**src/rtl/w4823_fir_seq.sv**
```systemverilog
// Tap sequencer for the W4823 FIR MAC: writes each new sample into a circular
// delay line, sweeps all taps through the MAC, and lets host coefficient writes into CMEM between sweeps.
module w4823_fir_seq #(
    parameter int NTAPS    = 65,
    parameter int CADDR_W  = 7,
    parameter int DADDR_W  = 7,
    parameter int PIPE_LAT = 4
) (
    input  logic               clk,
    input  logic               rst,
    input  logic               seq_en,
    input  logic               sample_tick,
    input  logic [15:0]        din,
    input  logic               h_cvalid,
    input  logic [CADDR_W-1:0] h_caddr,
    input  logic [15:0]        h_cdata,
    output logic               h_cready,
    input  logic               err_clr,
    output logic               cmem_we,
    output logic [CADDR_W-1:0] cmem_addr,
    output logic [15:0]        cmem_wdata,
    output logic               dmem_we,
    output logic [DADDR_W-1:0] dmem_addr,
    output logic [15:0]        dmem_wdata,
    output logic               mac_en,
    output logic               mac_clr,
    output logic               mac_last,
    output logic               out_valid,
    output logic               busy,
    output logic               overrun_err,
    output logic               caddr_err
);

    localparam int DRAIN_W    = (PIPE_LAT > 1) ? $clog2(PIPE_LAT) : 1;
    localparam int DRN_LAST_I = (PIPE_LAT > 0) ? PIPE_LAT - 1 : 0;

    localparam logic [CADDR_W-1:0] K_LAST   = CADDR_W'(NTAPS - 1);
    localparam logic [DRAIN_W-1:0] DRN_LAST = DRAIN_W'(DRN_LAST_I);
    localparam logic [CADDR_W:0]   NTAPS_X  = (CADDR_W + 1)'(NTAPS);

    typedef enum logic [2:0] {
        S_IDLE  = 3'd0,
        S_WRITE = 3'd1,
        S_RUN   = 3'd2,
        S_DRAIN = 3'd3,
        S_DONE  = 3'd4
    } state_t;

    state_t              state_q, state_d;
    logic [CADDR_W-1:0]  k_q, k_d;
    logic [DRAIN_W-1:0]  drn_q, drn_d;
    logic [DADDR_W-1:0]  wptr_q, wptr_d;
    logic [15:0]         din_q, din_d;
    logic                hwe_q, hwe_d;
    logic [CADDR_W-1:0]  haddr_q, haddr_d;
    logic [15:0]         hdata_q, hdata_d;
    logic                ovr_q, ovr_d;
    logic                cae_q, cae_d;

    logic                tick_acc;
    logic                host_acc;
    logic                caddr_ok;

    assign tick_acc = sample_tick & seq_en;
    // The sample always beats a host write arriving in the same idle cycle.
    assign host_acc = h_cvalid & (state_q == S_IDLE) & ~tick_acc & ~rst;
    assign caddr_ok = ({1'b0, h_caddr} < NTAPS_X);

    // State and datapath registers
    always_ff @(posedge clk) begin
        if (rst) begin
            state_q <= S_IDLE;
            k_q     <= '0;
            drn_q   <= '0;
            wptr_q  <= '0;
            din_q   <= '0;
            hwe_q   <= 1'b0;
            haddr_q <= '0;
            hdata_q <= '0;
            ovr_q   <= 1'b0;
            cae_q   <= 1'b0;
        end else begin
            state_q <= state_d;
            k_q     <= k_d;
            drn_q   <= drn_d;
            wptr_q  <= wptr_d;
            din_q   <= din_d;
            hwe_q   <= hwe_d;
            haddr_q <= haddr_d;
            hdata_q <= hdata_d;
            ovr_q   <= ovr_d;
            cae_q   <= cae_d;
        end
    end

    // Next-state and counter logic
    always_comb begin
        state_d = state_q;
        k_d     = k_q;
        drn_d   = drn_q;
        wptr_d  = wptr_q;
        din_d   = din_q;
        case (state_q)
            S_IDLE: begin
                if (tick_acc) begin
                    state_d = S_WRITE;
                    din_d   = din;
                end
            end
            S_WRITE: begin
                k_d     = '0;
                state_d = S_RUN;
            end
            S_RUN: begin
                if (k_q == K_LAST) begin
                    k_d     = '0;
                    drn_d   = '0;
                    wptr_d  = wptr_q + 1'b1;
                    state_d = (PIPE_LAT > 0) ? S_DRAIN : S_DONE;
                end else begin
                    k_d = k_q + 1'b1;
                end
            end
            S_DRAIN: begin
                if (drn_q == DRN_LAST) begin
                    state_d = S_DONE;
                end else begin
                    drn_d = drn_q + 1'b1;
                end
            end
            S_DONE: begin
                state_d = S_IDLE;
            end
            default: begin
                state_d = S_IDLE;
            end
        endcase
    end

    // Host write capture and sticky error flags; a set event beats err_clr.
    always_comb begin
        hwe_d   = host_acc & caddr_ok;
        haddr_d = host_acc ? h_caddr : haddr_q;
        hdata_d = host_acc ? h_cdata : hdata_q;

        ovr_d = ovr_q & ~err_clr;
        if (tick_acc && (state_q != S_IDLE)) begin
            ovr_d = 1'b1;
        end

        cae_d = cae_q & ~err_clr;
        if (host_acc && !caddr_ok) begin
            cae_d = 1'b1;
        end
    end

    // Output decode
    always_comb begin
        h_cready    = host_acc;
        busy        = (state_q != S_IDLE);
        overrun_err = ovr_q;
        caddr_err   = cae_q;

        cmem_we     = hwe_q;
        cmem_addr   = hwe_q ? haddr_q : '0;
        cmem_wdata  = hwe_q ? hdata_q : '0;
        dmem_we     = 1'b0;
        dmem_addr   = '0;
        dmem_wdata  = '0;
        mac_en      = 1'b0;
        mac_clr     = 1'b0;
        mac_last    = 1'b0;
        out_valid   = 1'b0;

        case (state_q)
            S_WRITE: begin
                dmem_we    = 1'b1;
                dmem_addr  = wptr_q;
                dmem_wdata = din_q;
            end
            S_RUN: begin
                // Tap k reads the sample written k ticks ago.
                mac_en    = 1'b1;
                cmem_addr = k_q;
                dmem_addr = wptr_q - DADDR_W'(k_q);
                mac_clr   = (k_q == '0);
                mac_last  = (k_q == K_LAST);
            end
            S_DONE: begin
                out_valid = 1'b1;
            end
            default: begin
            end
        endcase
    end

endmodule

```
**config.mk**
```make
export PLATFORM = sky130hd
export DESIGN_NAME = w4823_fir_seq
export DESIGN_NICKNAME = d
export VERILOG_FILES = /design/src/rtl/w4823_fir_seq.sv
export SDC_FILE = /design/constraint.sdc
export NUM_CORES = 1
export LEC_CHECK = 0
export ABC_AREA = 0
export ABC_CLOCK_PERIOD_IN_PS = 4900
export CORE_UTILIZATION = 49
export CTS_CLUSTER_DIAMETER = 30
export CTS_CLUSTER_SIZE = 40
export DETAILED_ROUTE_END_ITERATION = 16
export GPL_ROUTABILITY_DRIVEN = 0
export HOLD_SLACK_MARGIN = 0.02
export PLACE_DENSITY_LB_ADDON = 0.05
export RECOVER_POWER = 50
export SLEW_MARGIN = 20
export SYNTH_ARGS = -nofsm -noshare
export SYNTH_HDL_FRONTEND = slang
export SYNTH_SLANG_ARGS = --single-unit
```
**constraint.sdc**
```tcl
create_clock -name clk -period 4.9 [get_ports clk]
set_clock_uncertainty 0.2 [all_clocks]
set_input_delay 0.49 -clock clk [delete_from_list [all_inputs] [get_ports clk]]
set_output_delay 0.49 -clock clk [all_outputs]
set_load 0.05 [all_outputs]
```
After elaboration in Yosys (flattened, before gate mapping)
Index checks and enable logic that the tools add are counted.
{ "totals": {"out_inout_bits": 56, "wordCells": 68, "in_bits": 45, "register_bits": 61} }
{ "op_classes": {"add_sub_neg": 4, "bitwise_logic": 10, "mux": 21, "order_cmp": 1, "n_eq_ne": 10, "n_reduce_logical": 12} }
{ "ops": {"columns": ["cell", "count"], "rows": [
  ["two-way mux 16 bit", 2],
  ["one-hot mux 7 bit (2 select lines)", 2],
  ["two-way mux 7 bit", 3],
  ["adder 7 x 1 -> 7 bit (second input constant)", 2],
  ["one-hot mux 3 bit (4 select lines)", 1],
  ["two-way mux 3 bit", 3],
  ["!= test 2 bit (second input constant)", 4],
  ["AND 1 bit", 7],
  ["equality test 7 bit (second input constant)", 1],
  ["logical NOT 7 bit", 1],
  ["less-than comparator 7 bit (second input constant)", 1],
  ["two-way mux 1 bit", 7],
  ["subtractor 7 bit", 1],
  ["equality test 3 x 2 -> 1 bit (second input constant)", 2],
  ["AND reduction 3 bit", 2],
  ["two-way mux 2 bit", 2],
  ["one-hot mux 2 bit (2 select lines)", 1],
  ["AND reduction 2 bit", 2],
  ["nonzero test 2 bit", 2],
  ["equality test 3 x 1 -> 1 bit (second input constant)", 1],
  ["equality test 3 bit (second input constant)", 1],
  ["logical NOT 3 bit", 1],
  ["NOT 1 bit", 3],
  ["nonzero test 3 bit", 1],
  ["other kinds (4)", 5]
]} }

Longest topological paths before layout
Gate-level depths: netlist (run 1).
{ "logic_depth": {"depth_word": 6, "ltp_mapped": 9, "depth_no_buf": 9} }

Worst setup path after synthesis (run 1)
OpenSTA, ideal clock, no wires.
{ "synth_path": {"kind": "reg-to-output", "startpoint": "reg k_q[0]", "endpoint": "out dmem_addr[6]", "path_stages_with_launch": 8, "path_buffers": 0, "setup_slack_ns": 0.915, "required_ns": 4.210, "arrival_time_ns": 3.295, "path_cell_list": "dfxtp_1 -> ha_1 -> inv_1 -> fa_1 -> a21oi_1 -> o2111ai_1 -> xnor2_1 -> o311ai_0"} }
{ "synth_via": {"elab_chain_cells": 2} }
{ "synth_lines": {"columns": ["element", "line", "text"], "rows": [
  ["start, declared", "50", "logic [CADDR_W-1:0] k_q, k_d;"],
  ["start signal, assigned", "84", "k_q <= k_d;"],
  ["subtractor 7 bit", "185", "dmem_addr = wptr_q - DADDR_W'(k_q);"],
  ["one-hot mux 7 bit (2 select lines)", "175", "case (state_q)"],
  ["end, declared", "23", "output logic [DADDR_W-1:0] dmem_addr,"]
]} }
Every way passes these cells.

Worst setup path in the final report (run 1)
{ "layout_path": {"startpoint": "in rst", "endpoint": "out h_cready"} }
{ "layout_via": {"elab_chain_cells": 2} }
{ "layout_lines": {"columns": ["element", "line", "text"], "rows": [
  ["start, declared", "10", "input logic rst,"],
  ["NOT 1 bit", "66", "assign host_acc = h_cvalid & (state_q == S_IDLE) & ~tick_acc & ~rst;"],
  ["AND 1 bit", "66", null],
  ["end, declared", "17", "output logic h_cready,"]
]} }
Every way passes these cells.

==> results of run 1 <==
## sequential cells by signal (all words and copies together), names as in the netlist
signal,count
caddr_err,1
cmem_we,1
din_q,16
drn_q,2
haddr_q,7
hdata_q,16
k_q,7
overrun_err,1
state_q,3
wptr_q,7
## critical path, delay by kind of cell
kind,cells,cell delay [ns]
buffers and inverters,3,2.77
AND/OR/NAND/NOR,1,0.12
## layout make-up
type / instances / share of cell area
inverter: 15 / 0.01363
tap: 75 / 0.02222
clock inverter: 4 / 0.005333
timing repair buffer: 103 / 0.2403
multi-input combinational: 301 / 0.3926
sequential: 61 / 0.2892
clock buffer: 12 / 0.03674
## per-layer routing
metal  GRT usage  up-vias  share of wire
li1            -     1525              -
met1      0.3067     1333           0.46
met2      0.3669       77           0.47
met3     0.04886        2          0.058
met4     0.09107        0         0.0037
met5           0        -              0
## metrics by stage
step / util / area [sq um] / instances
after floorplan: - / 3032 / 401
after global placement: 0.6794 / 4046 / 555
after detailed placement: 0.6794 / 4046 / 555
after CTS: 0.7092 / 4224 / 571
after global routing: 0.7090 / 4223 / 571
final: 0.7090 / 4223 / 571
## where the power goes
part / internal (uW) / switching, uW
registers: 520 / 15.6
clock network: 209 / 190
logic: 82.3 / 121
## layout by cell type, fill, tap and decap left out, types with 2 or more instances in the layout
master | Yosys | final
sky130_fd_sc_hd__clkbuf_8 | 0 | 11
sky130_fd_sc_hd__nand4_1 | 5 | 5
sky130_fd_sc_hd__ha_1 | 10 | 10
sky130_fd_sc_hd__xor2_1 | 3 | 3
sky130_fd_sc_hd__nand2_1 | 96 | 96
sky130_fd_sc_hd__dfxtp_1 | 61 | 61
sky130_fd_sc_hd__a31oi_1 | 2 | 2
sky130_fd_sc_hd__inv_1 | 13 | 13
sky130_fd_sc_hd__nor2b_1 | 2 | 2
sky130_fd_sc_hd__nor2_1 | 23 | 22
sky130_fd_sc_hd__o21ai_0 | 15 | 15
sky130_fd_sc_hd__a21oi_1 | 53 | 53
sky130_fd_sc_hd__nor4_4 | 2 | 2
sky130_fd_sc_hd__a22oi_1 | 2 | 2
sky130_fd_sc_hd__xnor2_1 | 7 | 7
sky130_fd_sc_hd__nand3_1 | 19 | 19
sky130_fd_sc_hd__nor3_1 | 6 | 6
sky130_fd_sc_hd__or4_1 | 3 | 3
sky130_fd_sc_hd__clkdlybuf4s50_1 | 0 | 95
sky130_fd_sc_hd__clkinv_2 | 1 | 4
sky130_fd_sc_hd__and2_1 | 33 | 33
sky130_fd_sc_hd__or3_1 | 2 | 2
sky130_fd_sc_hd__a211oi_1 | 2 | 2
sky130_fd_sc_hd__clkbuf_1 | 21 | 2
sky130_fd_sc_hd__dlygate4sd3_1 | 0 | 4
sky130_fd_sc_hd__buf_4 | 1 | 2
## kinds of logic after synthesis
| kind of cell | count (synthesis) | synth area share |
|---|---|---|
| and+or+nand+nor | 198 | 0.3182 |
| AOI/OAI and AO/OA | 82 | 0.1494 |
| DFF | 61 | 0.4028 |
| buffers and inverters | 39 | 0.05283 |
| adders and majority gates | 11 | 0.04787 |
| xor gates and xnor gates | 10 | 0.02889 |
## worst max path at each step
stage	startpoint	end	slack (ns)
floorplan	k_q[0]	dmem_addr[6]	0.91
global placement	k_q[0]	dmem_addr[6]	1.54
detailed placement	k_q[0]	dmem_addr[6]	1.46
CTS	k_q[0]	dmem_addr[6]	1.08
global route	rst	h_cready	0.60
finish	rst	h_cready	0.83
==> flow_results.org, run 1 <==
** Run status
- Run status :: finished with violations
- The checks that failed: max-capacitance violations, max-slew violations.

** Logic synthesis
- Number of synthesized register bits :: 61
- During synthesis, Yosys emitted a total of 0 warnings.
- Ranked by total cell area, the synthesized netlist is headed by sky130_fd_sc_hd__dfxtp_1, sky130_fd_sc_hd__nand2_1, sky130_fd_sc_hd__a21oi_1.
- Ys flop type :: sky130_fd_sc_hd__dfxtp_1
- sky130_fd_sc_hd__dfxtp_1 takes more of the synthesized area than any other cell.
- Yosys mapped a number of flops with a built-in enable equal to 0.
- Register area share after synthesis :: 0.4028
- sky130_fd_sc_hd__nand2_1 is the most common cell in the netlist.
- The share of synthesized area in the top cell type comes to 0.4028.
- Post-synth design cell area :: 3032 sq um
- Net count after synthesis :: 457
- Synthesized area divided by synthesized cell count :: 7.560 sq um
- Post-synthesis async set-or-reset flop share :: 0
- In this run, distinct cell masters in the synthesized netlist total 42.
- Post-synthesis cell count :: 401
- The commonest cells after synthesis are sky130_fd_sc_hd__nand2_1, sky130_fd_sc_hd__dfxtp_1, sky130_fd_sc_hd__a21oi_1.

** Floorplan
- Row cnt :: 28
- Die extent in x :: 80.66 microns
- Core Area :: 5956 sq um
- Number of top-level pins :: 101
- Measured along the y axis, the die boundary spans 80.66 microns.
- For this configuration, the core starts out at a cell density of 0.5090.
- Floorplan die area :: 6505 sq um

** Clock tree
- Max clock buf depth :: 2
- Count of buffers added by post-CTS timing repair for setup :: 0
- Maximum level of the CTS H-tree :: 3
- Worst-skew pair later-pin latency :: 0.33 ns
- Clock-pin slew was measured on the worst setup and hold paths at 0.06 ns.
- Buffers inserted during clock tree synthesis total 9.
- Counting every sink on the clock net gives 61.
- Number of hold buffers added after CTS :: 0
- The tree is rooted in a sky130_fd_sc_hd__clkbuf_8.
- CTS tree :: done
- Once the clock tree was built, the resizer swapped 0 gates to a different size.

** Setup path
- Req. time, crit path :: 4.21 ns
- STA classifies the critical path endpoint as a primary output.
- In this run the worst path has a maximum fanout of 62.
- For this run, the slowest stage of the critical path takes 1.90 ns.
- Kind of critical path :: in2out
- Setup slack on the worst reg-to-reg path comes out at 2.29 ns.
- The number of cells on the worst reg-to-reg path is 7.
- Slowest cell on crit path :: sky130_fd_sc_hd__clkbuf_1
- In this run the critical register-to-register path is launched from state_q[1].
- The worst setup path is launched from a primary input.
- WP data arrival :: 3.38 ns
- CP cell instances :: buf_2 -> clkbuf_1 -> nor2_1 -> clkdlybuf4s50_1
- The endpoint identified for the worst register-to-register timing path is wptr_q[4].

** Global routing
- Vias in the first global route :: 2554
- Largest net degree at the start of global routing :: 63
- For this run, the total global-route usage over all layers was measured as 0.2322.
- The initial antenna violation count came to 0.
- Wire length of the first global-routing pass :: 11.73 mm
- Summed over all layers, the global routing overflow is 0.

** Drt
- Remaining routing DRC violations :: 0
- Via density per instance :: 5.144
- The final layout contains routed wiring with a total length of 7.355 mm.
- Initial detailed-routing violation count :: 184
- The pre-antenna-repair detailed-routing pass consisted of 4 iterations.
- Summing over every cut layer, the via total after detailed routing is 2937.
- Post-DR wirelength/cell :: 12.88 microns
- Once detail routing completed, the nets flagged for antenna violations numbered 0.

** Worst hold path
- The worst hold path terminates at din_q[10].
- The path class of the tightest hold or removal check is reg2reg.
- Startpoint of the lowest-slack hold path :: din_q[10]
- Count of cells along the worst hold path :: 2

** STA
- Once routing completed, OpenROAD measured the worst setup slack at 0.8252 ns.
- Fmax :: 245.4 MHz
- Worst-case hold slack :: 0.2492 ns
- At the pin with the least slew margin, the transition time is 2.694 ns.
- Setup-failing EPs final :: 0
- Unrepaired setup endpoints after global routing :: false
- The hold violation count in the final report is 0.
- Worst slew slack as a fraction of its limit :: -0.7961
- Post-route minimum period :: 4.075 ns
- Final cycle utilization of the critical path :: 0.8316
- Max Slew Vio Count :: 63
- Setup TNS after final layout :: 0 ns

** Final layout
- The layout has 497 filler cells.
- Total inserted antenna cells :: 0
- Area of the multi-input gates :: 1658 sq um
- Registers take 1221 sq um.
- In the final design database the tool counted 547 nets.
- Share of final-layout standard cells stronger than drive strength 1 :: 0.05645
- Growth of design area from synthesis to finish :: 39.29%

** Power and ir drop
- Power density cells :: 269.4 nW/um^2
- Maximum vdd drop :: 0.0001653 V
- Leakage :: 0.001557 uW
- Post-layout total power :: 1138 uW

** Place
- Placed wire-length estimate :: 5.018 mm
- OpenSTA, run right after detailed placement, puts the worst setup slack at 1.464 ns.
- Count of input and output buffers :: 100

** Run
- Number of max-capacitance violations reported :: 1
Power figures use the tool's default switching activity.
==> inputs of run 2 (changes only) <==
--- a/config.mk
+++ b/config.mk
@@ -6,8 +6,8 @@
 export NUM_CORES = 1
 export LEC_CHECK = 0
 export ABC_AREA = 0
-export ABC_CLOCK_PERIOD_IN_PS = 4900
-export CORE_UTILIZATION = 49
+export ABC_CLOCK_PERIOD_IN_PS = 3650
+export CORE_UTILIZATION = 41
 export CTS_CLUSTER_DIAMETER = 30
 export CTS_CLUSTER_SIZE = 40
 export DETAILED_ROUTE_END_ITERATION = 16
==> constraint.sdc (replaced) <==
create_clock -name clk -period 3.65 [get_ports clk]
set_clock_uncertainty 0.2 [all_clocks]
set_input_delay 0.365 -clock clk [delete_from_list [all_inputs] [get_ports clk]]
set_output_delay 0.365 -clock clk [all_outputs]
set_load 0.05 [all_outputs]
==> run 2 against run 1 <==
The flow still finishes with violations (max-capacitance violations, max-slew violations). Power grew 35%. Wire length grew 5.3%. Highest routed layer unchanged. Critical path depth grew 4. Register-to-register slack lost 0.92 ns. Sequential cell count is the same.
==> flow_results.org, run 2 (synthesized netlist as in run 1, its figures left out) <==
** STA
- The relative slew slack came to -0.8262 (was -0.7961).
- Worst-Margin Slew :: 2.739 ns (was 2.694 ns)
- Of the available clock period, the critical path in the final layout requires 0.9324.
- The number of max-slew violations in the final report came to 62 (was 63).
- Fmax :: 293.8 MHz
- The worst path in the final design needs a cycle of 3.403 ns, including I/O delays and setup.
- Setup-failing EPs final :: 0 (unchanged)
- Unrepaired setup endpoints after global routing: false (unchanged).
- The total negative slack for setup checks was 0 ns (unchanged).
- Worst-case hold slack :: 0.2493 ns (was 0.2492 ns)
- The hold violation count in the final report is 0 (unchanged).

** Final layout
- Registers with the most flip-flops: din_q: 16 flops, hdata_q: 16 flops (unchanged).
- The antenna diode count is 0 (unchanged).
- The total number of nets in the final design came to 548 (was 547).
- Commonest cells after routing, fill and taps aside :: sky130_fd_sc_hd__nand2_1, sky130_fd_sc_hd__clkdlybuf4s50_1, sky130_fd_sc_hd__dfxtp_1 (unchanged)
- Layout filler cell count :: 648 (was 497)
- The final cell utilization of the core came to 0.6100 (was 0.7090).
- Growth of design area from synthesis to finish :: 40.49% (was 39.29%)
- Share of final-layout standard cells stronger than drive strength 1 :: 0.05835 (was 0.05645)
- The total area of sequential cells came to 1221 sq um (unchanged).
- The area used by multi-input combinational logic was 1658 sq um (unchanged).

** Setup path
- The delay of the slowest cell on the worst path was 0.82 ns (was 1.90 ns).
- The critical register-to-register path startpoint is state_q[1] (unchanged).
- Dominant delay contributor by cell family on the critical path :: buffers and inverters (unchanged)
- Req. time, crit path :: 3.08 ns (was 4.21 ns)
- The endpoint of the lowest-slack register-to-register path is wptr_q[3] (was wptr_q[4]).
- The cell count along the critical path came to 8 (was 4).
- The timing endpoint of the critical path is dmem_addr[4] (was h_cready).
- The startpoint type of the worst setup path was a flop (was primary input).
- Critical path capture point type :: primary output (unchanged)
- The worst reg-to-reg setup slack is 1.37 ns (was 2.29 ns).
- The maximum net fanout on the critical path came to 6 (was 62).
- WP data arrival :: 2.84 ns (was 3.38 ns)
- CP cell instances :: ha_1 -> inv_1 -> fa_1 -> a21oi_1 -> o21bai_1 -> xnor2_1 -> o21ai_0 -> clkdlybuf4s50_1 (was buf_2 -> clkbuf_1 -> nor2_1 -> clkdlybuf4s50_1)
- Slowest cell on crit path :: sky130_fd_sc_hd__clkdlybuf4s50_1 (was sky130_fd_sc_hd__clkbuf_1)
- Kind of critical path :: reg2out (was in2out)
- The launching instance or port of the critical path is k_q[0] (was rst).
- Count of buffer and inverter cells on the critical path :: 2 (was 3)
- Worst-case reg-to-reg path depth :: 7 (unchanged)

** Run status
- Violations in the final reports: max-capacitance violations, max-slew violations (unchanged).
- Run status :: finished with violations (unchanged)

** Place
- The final HPWL from detailed placement was 5.363 mm (was 5.018 mm).
- The quantity of I/O buffers inserted on ports came to 100 (unchanged).

** Floorplan
- The number of core rows came to 30 (was 28).
- Floorplan die area :: 7742 sq um (was 6505 sq um)
- The placeable core region was 6982 sq um (was 5956 sq um).
- Number of top-level pins :: 101 (unchanged)
- Floorplan die height :: 87.99 microns (was 80.66 microns)
- The width of the die was 87.99 microns (was 80.66 microns).
- The initial core utilization came to 0.4342 (was 0.5090).

** Clock tree
- The clock-pin slew on the worst setup and hold paths came to 0.07 ns (was 0.06 ns).
- The count of hold buffers inserted by post-cts repair came to 0 (unchanged).
- Count of buffers added by post-CTS timing repair for setup :: 0 (unchanged)
- The later-pin clock latency in the skew report was 0.33 ns (about the same).
- Num CTS Buffers :: 9 (unchanged)
- The buffer type at the clock tree root is sky130_fd_sc_hd__clkbuf_8 (unchanged).
- Number of sinks handled by clock tree synthesis :: 61 (unchanged)
- CTS tree :: done (unchanged)
- Maximum level of the CTS H-tree :: 3 (unchanged)
- Max clock buf depth :: 2 (unchanged)

** Global routing
- Initial antenna violation count :: 0 (unchanged)
- The leftover overflow at the end of global routing came to 0 (unchanged).
- The maximum number of pins on one net before global-route repair came to 62 (was 63).
- The total routing resource utilization after global routing came to 0.2060 (was 0.2322).
- Met3 Use GR :: 0.04147 (was 0.04886)
- Vias in the first global route :: 2685 (was 2554)
- Wire length of the first global-routing pass :: 12.36 mm (was 11.73 mm)
- The met1 track utilization from global routing came to 0.2651 (was 0.3067).
- The busiest layer in global routing is met2 (unchanged).
- GR Layer Usage met2 :: 0.3411 (was 0.3669)

** Power and ir drop
- Post-layout total power :: 1533 uW (was 1138 uW)
- Leakage :: 0.001575 uW (was 0.001557 uW)
- The power per cell area was 359.9 nW/um^2 (was 269.4 nW/um^2).
- The largest vdd supply drop was 0.0002335 V (was 0.0001653 V).

** Drt
- Number of iterations in the first detailed-routing pass :: 4 (unchanged)
- Final wirelength :: 7.746 mm (was 7.355 mm)
- The average via count per standard cell came to 4.978 (was 5.144).
- Count of antenna-violating nets left after detailed routing :: 0 (unchanged)
- The DRC violation total after the first TritonRoute iteration was 147 (was 184).
- Overall via count from detail_route :: 2952 (was 2937)
- Remaining routing DRC violations :: 0 (unchanged)
- Post-DR wirelength/cell :: 13.06 microns (was 12.88 microns)

** Run
- The max capacitance violation total was 1 (unchanged).

** Worst hold path
- The type of the most critical hold path is reg2reg (unchanged).
-- run 2: through the flow --
stage	std cells	cell area [sq um]	setup slack, ns
after floorplan	401	3032	0.3854
after global placement	577	4080	0.4209
after detailed placement	577	4080	0.4011
after CTS	593	4258	0.02795
after global routing	593	4259	0.04469
final	593	4259	0.2467
-- run 2: final cells by class --
class | instances | area share
Clock buffer | 12 | 0.03643
Clock inverter | 4 | 0.005288
Inverter | 15 | 0.01351
Multi-Input combinational cell | 301 | 0.3892
Sequential cell | 61 | 0.2867
Tap cell | 96 | 0.02820
Timing Repair Buffer | 104 | 0.2406
-- run 2: worst reg2reg max path: cells and delay by family (launching register included) --
family | cells | cell delay (ns)
and+or+nand+nor | 4 | 0.85
DFF | 1 | 0.47
buffers and inverters | 2 | 0.39
xor gates and xnor gates | 1 | 0.17
-- run 2: where the power goes --
group          internal (uW)  switching [uW]
Clock                    280             257
Sequential               698            20.7
Combinational            112             165
Total                   1090             442
-- run 2: per-layer routing --
layer  part of all wire  wire length (microns)  vias up
met5                  0                      0        -
met4              0.014                    111        0
met3              0.054                    419       10
met2               0.46                   3599       82
met1               0.47                   3616     1342
li1                   -                      -     1518
-- run 2: worst min path at each step --
stage	cells after the start	end	slack, ns	startpoint
2_1_floorplan	2	din_q[0]	0.23	din_q[0]
3_3_place_gp	2	hdata_q[14]	0.24	hdata_q[14]
3_5_place_dp	2	din_q[6]	0.24	din_q[6]
4_1_cts	2	din_q[14]	0.25	din_q[14]
5_1_grt	2	din_q[8]	0.27	din_q[8]
6_report	2	hdata_q[13]	0.25	hdata_q[13]
-- run 2: what timing repair did --
item | 4_1_cts | 5_1_grt
endpoints found under the setup margin | 0 | 1
hold endpoints to repair | 0 | 0
resized for setup | 0 | 1
==> patch: new RTL, settings of run 1 <==
The parameter `CADDR_W` goes from 7 to 6.
--- a/src/rtl/w4823_fir_seq.sv
+++ b/src/rtl/w4823_fir_seq.sv
@@ -2,7 +2,7 @@
 // delay line, sweeps all taps through the MAC, and lets host coefficient writes into CMEM between sweeps.
 module w4823_fir_seq #(
     parameter int NTAPS    = 65,
-    parameter int CADDR_W  = 7,
+    parameter int CADDR_W  = 6,
     parameter int DADDR_W  = 7,
     parameter int PIPE_LAT = 4
 ) (
Interface: changed (resized cmem_addr and h_caddr); port bits go from 101 to 99. The function was not compared with the original's and may differ.
==> patch against run 1 <==
  * Critical path type is now reg2out
  * Total power up 1.3%
  * Final area down 3.2%
  * Synthesized area down 4.0%
  * Global-route usage up 0.23 points
  * Core utilization up 2.0 points
  * Worst setup slack better by 0.15 ns
  * Wire length down 5.6%
  * Sequential cell count down 2
  * Sequential power down 2%
  * Non-clock buffer count down 1
  * Clock power up 5%
==> patch: results (changes against run 1) <==
* Final wirelength at 6950 µm (was 7360 µm)
* Crit path max-delay cell type: clkdlybuf4s50_1 (was clkbuf_1)
* Filler instances at 474 (was 497)
* Synth Area in Adders at 0.0498 (was 0.0479)
* R2R cell count at 6 (was 7)
* VDD IR max at 0.255 mV (was 0.165 mV)
* Syn Nets at 444 (was 457)
* Setup Fix Bufs, Post-CTS at 0 (unchanged)
* DP HPWL at 4840 µm (was 5020 µm)
* IO Port Bufs at 98 (was 100)
* WHS at 0.250 ns (was 0.249 ns)
* Clock slew at reported path FFs at 0.07 ns
* Hold Path Stages at 2 (unchanged)
* Reg2reg setup slack at 2.24 ns (was 2.29 ns)
* Iteration-0 DRC Markers at 99 (was 184)
* Drt first pass iters at 4 (unchanged)
* Min-delay worst type: reg2reg (unchanged)
* Worst EP arrival at 3.24 ns (was 3.38 ns)
* H-tree levels at 3 (unchanged)
* Post-synthesis async set-or-reset flop share at 0 (unchanged)
* Global Route Usage Sum at 0.235 (was 0.232)
* Sequential area share after synthesis at 0.406 (was 0.403)
* Distinct cells, synth at 39 (was 42)
* Final #Nets at 533 (was 547)
* Hold Path End: din_q[7] (was din_q[10])
* Most used DFF post-synth: dfxtp_1 (unchanged)
* Vias in the first global route at 2649 (was 2554)
* Biggest regs: din_q (16), hdata_q (16), wptr_q (7) (was din_q (16), hdata_q (16))
* Leakage at 1.48 nW (was 1.56 nW)
* XOR/XNOR Fraction of Synth Area at 0.00902 (was 0.0289)
* Status: finished clean (was finished, violations left)
* Largest net degree at the start of global routing at 62 (was 63)
* Global-route wire length before repair at 11600 µm (was 11700 µm)
* CTS resizes at 0 (unchanged)
* Reg-to-Reg Start: state_q[2] (was state_q[1])
* Post-synthesis mux area share at 0 (unchanged)
* Layout cells sized above 1 at 0.0476 (was 0.0565)
* Hold wc startpoint: din_q[7] (was din_q[10])
* Crit path max fanout at 26 (was 62)
* Complex-gate fraction of the synthesized area at 0.168 (was 0.149)
* Slew HR at 0.306 (was -0.796)
* Synth top area cells: dfxtp_1 (41%), nand2_1 (12%), a21oi_1 (8.8%), and2_1 (7.1%), ha_1 (4.3%) (was dfxtp_1 (40%), nand2_1 (12%), a21oi_1 (8.7%), and2_1 (6.8%), ha_1 (4.1%))
* FF-to-FF End: k_q[2] (was wptr_q[4])
* Cts bufs inserted at 9 (unchanged)
* CP max stage delay at 0.79 ns (was 1.90 ns)
* Synth top cells by count: nand2_1 (91), dfxtp_1 (59), a21oi_1 (51) (was nand2_1 (96), dfxtp_1 (61), a21oi_1 (53))
* Via count at 2886 (was 2937)
-- patch: metrics by stage --
stage	worst slack (ns)	instances	power (mW)	utilization	cell area [µm²]
floorplan	1.65	389	0.667	-	2910
detailed placement	1.65	539	0.751	0.698	3910
finish	0.971	555	1.15	0.729	4090
CTS	1.28	555	1.17	0.731	4100
global route	0.688	555	1.21	0.729	4090
global placement	1.70	539	0.747	0.698	3910
-- patch: critical path: cells and delay by family (launching register included) --
kind                   cells  cell delay (ns)
AOI/OAI and AO/OA          3             0.51
and+or+nand+nor            1             0.36
DFF                        1             0.44
buffers and inverters      3             1.60
-- patch: cell families (layout without fill, tap and decap cells) --
group / Yosys count / count (layout)
simple gates: 191 / 191
buf+inv: 39 / 133
fa+ha+maj: 11 / 11
flops: 59 / 59
xor+xnor: 3 / 3
compound gates: 86 / 86
-- patch: routing by layer --
metal	routed length [µm]	track usage	share of wire
met5	0	0	0
met4	53	0.0764	0.0076
met3	391	0.0747	0.056
met2	3480	0.409	0.50
met1	3020	0.270	0.44
-- patch: worst max-delay path by stage --
stage | slack, ns | endpoint | from | depth (start not counted)
final | 0.97 | dmem_addr[6] | state_q[1] | 7
after global routing | 0.69 | dmem_addr[6] | state_q[2] | 7
after CTS | 1.28 | dmem_addr[6] | state_q[1] | 7
after detailed placement | 1.65 | dmem_addr[6] | state_q[1] | 7
after global placement | 1.70 | dmem_addr[6] | state_q[1] | 7
after floorplan | 1.65 | dmem_addr[5] | k_q[1] | 6
-- patch: final cells by class --
type,count,share of cell area
well taps,72,0.0220
clock buffers,11,0.0321
repair buffers,102,0.244
clock inverters,5,0.0132
multi-input cells,291,0.385
inverters,15,0.0138
flip-flops and latches,59,0.289
-- patch: where the power goes --
group	total, mW	leakage (nW)	internal, mW	switching (mW)
registers	0.523	0.480	0.505	0.0179
logic	0.213	0.907	0.0826	0.131
clock network	0.416	0.0971	0.233	0.183
total	1.15	1.48	0.821	0.332
